**src/rtl/inst_rom_arbiter.sv**
```systemverilog
`default_nettype none
// ============================================================================
// Module      : inst_rom_arbiter
// Description : Shares the single read port of a synchronous instruction ROM
//               between instruction fetch (port 0, preferred) and a data/debug
//               read port (port 1). A starvation counter forces a port-1 win
//               after MAX_WAIT cycles of waiting under contention. Responses
//               return with fixed one-cycle latency. A misaligned or
//               out-of-range address is still granted, but it returns an
//               error response.
// Revision    : 1.0 - initial release
// ============================================================================
module inst_rom_arbiter #(
    parameter int ADDR_WIDTH = 12,
    parameter int MAX_WAIT   = 4
) (
    input  logic        clock,
    input  logic        reset,
    // fetch port (port 0)
    input  logic        f_req,
    input  logic [31:0] f_addr,
    output logic        f_gnt,
    output logic        f_rvalid,
    // data/debug port (port 1)
    input  logic        d_req,
    input  logic [31:0] d_addr,
    output logic        d_gnt,
    output logic        d_rvalid,
    // ROM interface
    output logic [31:0] rom_addr,
    input  logic [31:0] rom_data,
    // shared response
    output logic [31:0] rd_data,
    output logic        rd_err,
    output logic [2:0]  starve_cnt
);

    localparam logic [2:0] c_max_wait = 3'(MAX_WAIT);
    localparam int         c_hi_shift = ADDR_WIDTH + 2;

    // Response pipeline: one request in flight at most.
    logic        r_valid;
    logic        r_port;      // 0 = fetch, 1 = data
    logic        r_err;
    logic [2:0]  r_starve;
    logic [31:0] r_addr_hold;

    logic        w_f_win;
    logic        w_d_win;
    logic [31:0] w_win_addr;
    logic        w_win_err;

    // Arbitration: fetch wins unless the data port has waited MAX_WAIT cycles.
    always_comb begin
        w_f_win = 1'b0;
        w_d_win = 1'b0;
        if (!reset) begin
            if (f_req && d_req) begin
                if (r_starve == c_max_wait) begin
                    w_d_win = 1'b1;
                end else begin
                    w_f_win = 1'b1;
                end
            end else begin
                w_f_win = f_req;
                w_d_win = d_req;
            end
        end
    end

    // Winner address and error classification (misaligned or beyond ROM range).
    always_comb begin
        w_win_addr = d_win_sel() ? d_addr : f_addr;
        w_win_err  = (w_win_addr[1:0] != 2'b00) ||
                     ((w_win_addr >> c_hi_shift) != 32'd0);
    end

    function automatic logic d_win_sel();
        return w_d_win;
    endfunction

    // Grants and ROM address: winner's raw address, else the held value.
    always_comb begin
        f_gnt = w_f_win;
        d_gnt = w_d_win;
        if (reset) begin
            rom_addr = 32'd0;
        end else if (w_f_win || w_d_win) begin
            rom_addr = w_win_addr;
        end else begin
            rom_addr = r_addr_hold;
        end
    end

    // Capture valid/port/error tags for the response cycle and hold the ROM address.
    always_ff @(posedge clock) begin
        if (reset) begin
            r_valid     <= 1'b0;
            r_port      <= 1'b0;
            r_err       <= 1'b0;
            r_addr_hold <= 32'd0;
        end else begin
            r_valid <= w_f_win || w_d_win;
            if (w_f_win || w_d_win) begin
                r_port      <= w_d_win;
                r_err       <= w_win_err;
                r_addr_hold <= w_win_addr;
            end
        end
    end

    // Starvation counter: counts data-port cycles spent waiting, saturating at MAX_WAIT.
    always_ff @(posedge clock) begin
        if (reset) begin
            r_starve <= 3'd0;
        end else if (d_req && !w_d_win) begin
            if (r_starve != c_max_wait) begin
                r_starve <= r_starve + 3'd1;
            end
        end else begin
            r_starve <= 3'd0;
        end
    end

    // Response outputs: suppressed while reset is asserted so no stale strobe escapes.
    always_comb begin
        f_rvalid   = r_valid && !r_port && !reset;
        d_rvalid   = r_valid &&  r_port && !reset;
        rd_err     = r_valid &&  r_err  && !reset;
        rd_data    = r_err ? 32'd0 : rom_data;
        starve_cnt = r_starve;
    end

endmodule
`default_nettype wire
```
**config.mk**
```make
export PLATFORM = sky130hd
export DESIGN_NAME = inst_rom_arbiter
export DESIGN_NICKNAME = d
export VERILOG_FILES = /design/src/rtl/inst_rom_arbiter.sv
export SDC_FILE = /design/constraint.sdc
export NUM_CORES = 1
export LEC_CHECK = 0
export CAP_MARGIN = 40
export CORE_UTILIZATION = 29
export DETAILED_ROUTE_END_ITERATION = 8
export PLACE_DENSITY = 0.74
export REMOVE_ABC_BUFFERS = 1
export SYNTH_ARGS = -nofsm -noshare
export SYNTH_HDL_FRONTEND = slang
export SYNTH_SLANG_ARGS = --single-unit
```
**constraint.sdc**
```tcl
create_clock -name clock -period 2.25 [get_ports clock]
set_input_delay 0.675 -clock clock [delete_from_list [all_inputs] [get_ports clock]]
set_output_delay 0.675 -clock clock [all_outputs]
set_load 0.1 [all_outputs]
```
==> qor.yml, run 1 <==
synth:
  synth.distinct_cells: 29
  seq_area_frac_synth: 0.380
  syn_area_um2: 2000
  ys_warn_count: 0
  postSynthAreaPerCell_um2: 8.87
  synthCells: 226
  yosys_register_bits: 38
min_path:
  hold_end: "r_addr_hold[12]$_DFF_P_"
  min-delay-start: "r_addr_hold[12]$_DFF_P_"
  holdPathStages: 2
  hold_class: "register to register"
critical_path:
  reg2reg_to: "r_err$_SDFFE_PP0N_"
  rrSetupSlack_ns: 0.24
  critPathArrivalTime_ns: 2.19
  startpoint_type: "register"
  critPathMaxFanout: 7
  worstSetupEndpointType: "primary output"
  worstPathRequired_ns: 1.57
  criticalPathCategory: "register to primary output"
  r2r-start: "starve_cnt[1]$_SDFFE_PP0P_"
  r2r_cells: 11
grt:
  grt_use_met3: 0.0681
  grt_max_degree: 32
  overflow: 0
  grt_usage: 0.265
  grt_pass1_wl_um: 14700
  antenna_found_initial: 0
  globalRouteMet2Util: 0.518
  grt.met1_usage: 0.264
  top_usage_layer: "met2"
  grt_pass1_vias: 2896
cts:
  cts_buffer_depth: 2
  cts.htree.levels: 2
  cts_root_buf: "clkbuf_8"
  insertion_delay_ns: 0.30
  clkTransAtPathRegs_ns: 0.08
  ctsHoldBuffers: 0
  cts_tree: "built"
  numCtsBuffers: 5
  numClockSinks: 38
floorplan:
  die_w_um: 85.1
  rows: 29
  core_um2: 6490
  die_h_um: 85.1
  io_pins: 172
  initial_core_util: 0.309
  dieArea_um2: 7250
detailed_routing:
  wl_per_cell_um: 21.7
  ant_nets: 0
  drc: 0
  drt_iter0_drc: 90
  drt_pass1_iterations: 4
  drt-vias-per-instance: 5.28
  vias: 2831
  postRouteWirelength_um: 11600
power_and_ir_drop:
  total_power_mw: 3.05
  power_leakage_nw: 2.33
  power_density_nw_per_um2: 517
  irDropWorstVdd_v: 0.000413
timing:
  slew_headroom: 0.641
  fin_skew_ns: 0.0130
  min_period_over_period: 1.27
  period_minus_slack_ns: 2.86
  setup_viol: 36
  fmax_mhz: 350
  tightest_slew_ns: 0.539
  slew_violations: 0
  hold_viol: 0
  rsz0062_at_grt: "yes"
  timing.final.ws_setup_ns: -0.611
placed_design:
  dp_hpwl_um: 6150
  io_buffers: 171
  place_ws_ns: -0.958
  gp_routability_congestion: 0.769
cells_and_area:
  nets: 560
  n_antenna_cell: 0
  drive_above_1_share: 0.566
  syn_to_final_growth_pct: 194
run_status:
  violations: "negative setup slack"
  status: "complete, but fails checks"
flow_run:
  max-cap-violations: 0
repair_timing:
action / in CTS / in global routing
gates cloned: 9 / 2
gates resized for setup: 103 / 53
buffers inserted: 15 / 4
setup endpoints to repair: 41 / 58
pin swaps: 27 / 20
synthesized netlist by cell type:
master	n	area (um2)
buf_4	4	30.0
nor2b_1	33	206
and3_1	1	6.26
and4_1	1	8.76
inv_1	2	7.51
nor4_1	4	25.0
o21ba_2	1	10.0
nand2b_1	2	12.5
buf_1	3	11.3
dfxtp_1	38	761
nand2_1	2	7.51
clkbuf_1	10	37.5
a211oi_1	32	240
nor3b_1	2	15.0
nand4_1	1	6.26
nor3_1	4	20.0
or4_1	3	22.5
o41ai_2	1	16.3
a21oi_1	1	5.00
nor2_1	37	139
and3b_1	2	17.5
mux2i_1	33	330
nand3_1	2	10.0
and2_1	1	6.26
nor4b_1	1	8.76
or2_2	1	6.26
ha_1	2	25.0
buf_2	1	5.00
o21a_1	1	7.51
power by group:
part / leakage [nW] / switching, mW / internal [mW] / total, mW
registers: 0.316 / 0.0286 / 0.722 / 0.751
logic: 1.97 / 1.01 / 0.763 / 1.77
clock network: 0.0472 / 0.278 / 0.247 / 0.526
layout by cell type, fill, tap and decap left out, drive strengths merged:
| cell type | Yosys | routed |
|---|---|---|
| inv | 2 | 2 |
| ha | 2 | 2 |
| dlygate4sd2 | 0 | 3 |
| and4 | 1 | 1 |
| and3 | 1 | 1 |
| clkinv | 0 | 1 |
| nor4 | 4 | 4 |
| mux2i | 33 | 33 |
| nand3 | 2 | 2 |
| clkbuf | 10 | 8 |
| or2 | 1 | 1 |
| and2 | 1 | 1 |
| bufbuf | 0 | 1 |
| nand2b | 2 | 2 |
| nor3b | 2 | 2 |
| a21oi | 1 | 1 |
| a211oi | 32 | 32 |
| o21ba | 1 | 1 |
| and3b | 2 | 2 |
| nor2 | 37 | 37 |
| clkinvlp | 0 | 1 |
| o41ai | 1 | 1 |
| o21a | 1 | 1 |
| nand4 | 1 | 1 |
| buf | 8 | 144 |
| nor4b | 1 | 1 |
| nor3 | 4 | 4 |
| clkdlybuf4s50 | 0 | 93 |
| nor2b | 33 | 33 |
| nand2 | 2 | 2 |
| dfxtp | 38 | 38 |
| or4 | 3 | 3 |
metal layers:
layer  routed length (um)  share of wire
met5                    0              0
met4                  461          0.040
met3                  831          0.072
met2                 6440           0.55
met1                 3870           0.33
kinds of logic after synthesis:
kind of cell,Yosys count,share of synthesized area
and+or+nand+nor,97,0.258
AOI/OAI and AO/OA,36,0.139
buffers and inverters,20,0.0456
muxes,33,0.165
adders and majority gates,2,0.0125
DFF,38,0.380
sequential cells by signal, indices dropped and copies added (netlist names):
signal,cells
r_port,1
r_err,1
r_addr_hold,32
r_valid,1
starve_cnt,3
metrics by stage:
stage	instances	hold slack [ns]	utilization	instance area, um2	setup TNS, ns
after floorplan	208	0.650	-	1920	-409.29
after global placement	512	0.494	0.755	4910	-32.81
after detailed placement	512	0.522	0.755	4910	-34.10
after CTS	539	0.525	0.875	5680	-13.88
after global routing	536	0.542	0.908	5890	-19.19
final	536	0.528	0.908	5890	-16.85
critical path, cell delays in order (launching register included):
cell and delay, ns:
dfxtp_2 0.33, inv_2 0.06, ha_4 0.15, nand2_4 0.07, a21oi_4 0.21, buf_6 0.19
buf_12 0.15, mux2i_2 0.29, a211oi_2 0.11, buf_4 0.17, buf_12 0.16
layout make-up:
type	count	area (um2)
inverters	2	7.51
clock buffers	6	82.6
fillers	249	601
well taps	77	96.3
flip-flops and latches	38	763
repair buffers	243	3310
clock inverters	2	12.5
multi-input cells	168	1620
worst max path at each step:
stage	endpoint	start
final	rom_addr[19]	starve_cnt[1]$_SDFFE_PP0P_
after global routing	rom_addr[19]	starve_cnt[1]$_SDFFE_PP0P_
after CTS	rom_addr[31]	reset
after detailed placement	rom_addr[13]	d_req
after global placement	rom_addr[20]	d_req
after floorplan	rom_addr[0]	starve_cnt[2]$_SDFFE_PP0P_
No activity file was read; power rests on OpenSTA's default activity.
==> inputs of run 2 (changes only) <==
- CORE_ASPECT_RATIO: unset -> 1.2
==> run 2 against run 1 <==
Net effect: the flow still finishes with violations (negative setup slack); final cell count rose by 2.4%; clock power is 38% higher; cell area down 6.2%; global-route usage decreased by 2.0 points; die area about the same; register-to-register slack got worse by 0.09 ns; clock skew fell by 0.0037 ns; sequential cell count unchanged; worst setup slack improved by 0.12 ns; combinational power fell by 7%; sequential share of layout area rose by 0.87 points; largest power group unchanged; highest routed layer unchanged.
==> qor.yml, run 2 (synthesis results as in run 1) <==
cells_and_area:
  largest_reg_flops: 32  # unchanged
  drive_above_1_share: 0.494  # -0.0729
  final_design_area_no_fill_um2: 5530  # -6.2%
  largest_register: "r_addr_hold"
  n_antenna_cell: 0  # unchanged
  syn_to_final_growth_pct: 176
  final_util: 0.842  # -0.0651
  final_cells: 549  # +2.4%
  final_common_cell: "clkdlybuf4s50_1"
  layout_common_cells: "clkdlybuf4s50_1, buf_12, buf_4, nor2_1, dfxtp_1"
  nets: 565  # +0.89%
placed_design:
  dp.cells: 523  # +2.1%
  dp_hpwl_um: 6660  # +8.2%
  place_ws_ns: -0.972  # -0.0139 ns
  gp_routability_congestion: 0.768  # -0.12%
  place_area_um2: 4930  # +0.41%
  io_buffers: 171  # unchanged
detailed_routing:
  ant_nets: 0  # unchanged
  drt-vias-per-instance: 4.94  # -6.5%
  wl_per_cell_um: 16.8  # -22%
  drc: 0  # unchanged
  postRouteWirelength_um: 9250  # -20%
  vias: 2712  # -4.2%
  drt_pass1_iterations: 5  # +1
  drt_iter0_drc: 46  # -49%
timing:
  fin_skew_ns: 0.00932  # -0.00373 ns
  hold_viol: 0  # unchanged
  timing.final.ws_setup_ns: -0.495  # +0.116 ns
  min_period_over_period: 1.22  # -0.0515
  slew_violations: 0  # unchanged
  setup_viol: 34  # -5.6%
  whs_ns: 0.542  # +0.0136 ns
  rsz0062_at_grt: "yes"
  fmax_mhz: 364  # +4.2%
  period_minus_slack_ns: 2.75  # -0.116 ns
  tns_ns: -13.42  # +3.43 ns
  tightest_slew_ns: 0.363  # -0.176 ns
  slew_headroom: 0.756  # +0.115
power_and_ir_drop:
  power_leakage_nw: 2.26  # -3.3%
  total_power_mw: 3.11  # +1.9%
  power_density_nw_per_um2: 562  # +8.6%
  irDropWorstVdd_v: 0.000335  # -19%
run_status:
  status: "complete, but fails checks"
  violations: "negative setup slack"
critical_path:
  worstPathRequired_ns: 1.57  # about the same
  critPathArrivalTime_ns: 2.07  # -0.12 ns
  criticalPathCategory: "register to primary output"
  startpoint_type: "register"
  worstSetupEndpointType: "primary output"
  critPathMaxFanout: 5  # -2
grt:
  grt_usage: 0.245  # -0.0199
  grt_max_degree: 28  # -13%
  grt_pass1_vias: 2783  # -3.9%
  grt_pass1_wl_um: 13800  # -6.1%
  overflow: 0  # unchanged
  antenna_found_initial: 0  # unchanged
cts:
  ctsHoldBuffers: 0  # unchanged
  clkTransAtPathRegs_ns: 0.07  # about the same
  cts_buffer_depth: 2  # unchanged
  insertion_delay_ns: 0.29  # about the same
  numCtsBuffers: 5  # unchanged
  cts_tree: "built"
  numClockSinks: 38  # unchanged
  cts_root_buf: "clkbuf_8"
  cts.htree.levels: 2  # unchanged
floorplan:
  io_pins: 172  # unchanged
  dieArea_um2: 7250  # about the same
  die_w_um: 77.9  # -8.5%
  core_um2: 6570  # +1.1%
  rows: 32  # +10%
  die_h_um: 93.1  # +9.3%
  initial_core_util: 0.305  # -0.00335
flow_run:
  max-cap-violations: 0  # unchanged
min_path:
  hold_class: "register to register"
-- run 2: worst max-delay path, cell delays in order (launching register included) --
cell and delay, ns:
dfxtp_2 0.33, inv_2 0.06, ha_4 0.14, nand2_4 0.06, a21oi_4 0.20, buf_6 0.14
buf_6 0.12, mux2i_1 0.09, a211oi_1 0.27, buf_4 0.18, buf_12 0.17
-- run 2: metal layers --
layer	up-vias	wire length, um	part of all wire	global-route usage
met5	-	0	0	0
met4	0	203	0.022	0.0756
met3	16	984	0.11	0.103
met2	143	4970	0.54	0.482
met1	1278	3080	0.33	0.225
li1	1275	-	-	-
-- run 2: path summary, 6_finish.rpt --
check                           slack [ns]  depth (start not counted)                       start                    endpoint
worst max-delay path                 -0.50                         10  starve_cnt[0]$_SDFFE_PP0P_                rom_addr[20]
worst min register to register        0.54                          2  starve_cnt[0]$_SDFFE_PP0P_  starve_cnt[0]$_SDFFE_PP0P_
worst max register to register        0.15                         13  starve_cnt[0]$_SDFFE_PP0P_          r_err$_SDFFE_PP0N_
worst min-delay path                  0.54                          2  starve_cnt[0]$_SDFFE_PP0P_  starve_cnt[0]$_SDFFE_PP0P_
-- run 2: timing repair --
action	4_1_cts	5_1_grt
cloned	2	0
resized for setup	67	43
setup buffers	15	6
endpoints found under the setup margin	51	54
pin swaps	39	6
-- run 2: area by class of cell --
class / count / area (um2)
repair buffers: 248 / 3040
multi-input cells: 168 / 1470
clock buffers: 6 / 82.6
clock inverters: 2 / 60.1
fillers: 353 / 1030
flip-flops and latches: 38 / 764
well taps: 85 / 106
inverters: 2 / 7.51
-- run 2: report_power, final --
part | switching [mW] | total (mW) | internal [mW]
Clock | 0.253 | 0.726 | 0.473
Sequential | 0.0197 | 0.741 | 0.722
Combinational | 0.947 | 1.64 | 0.693
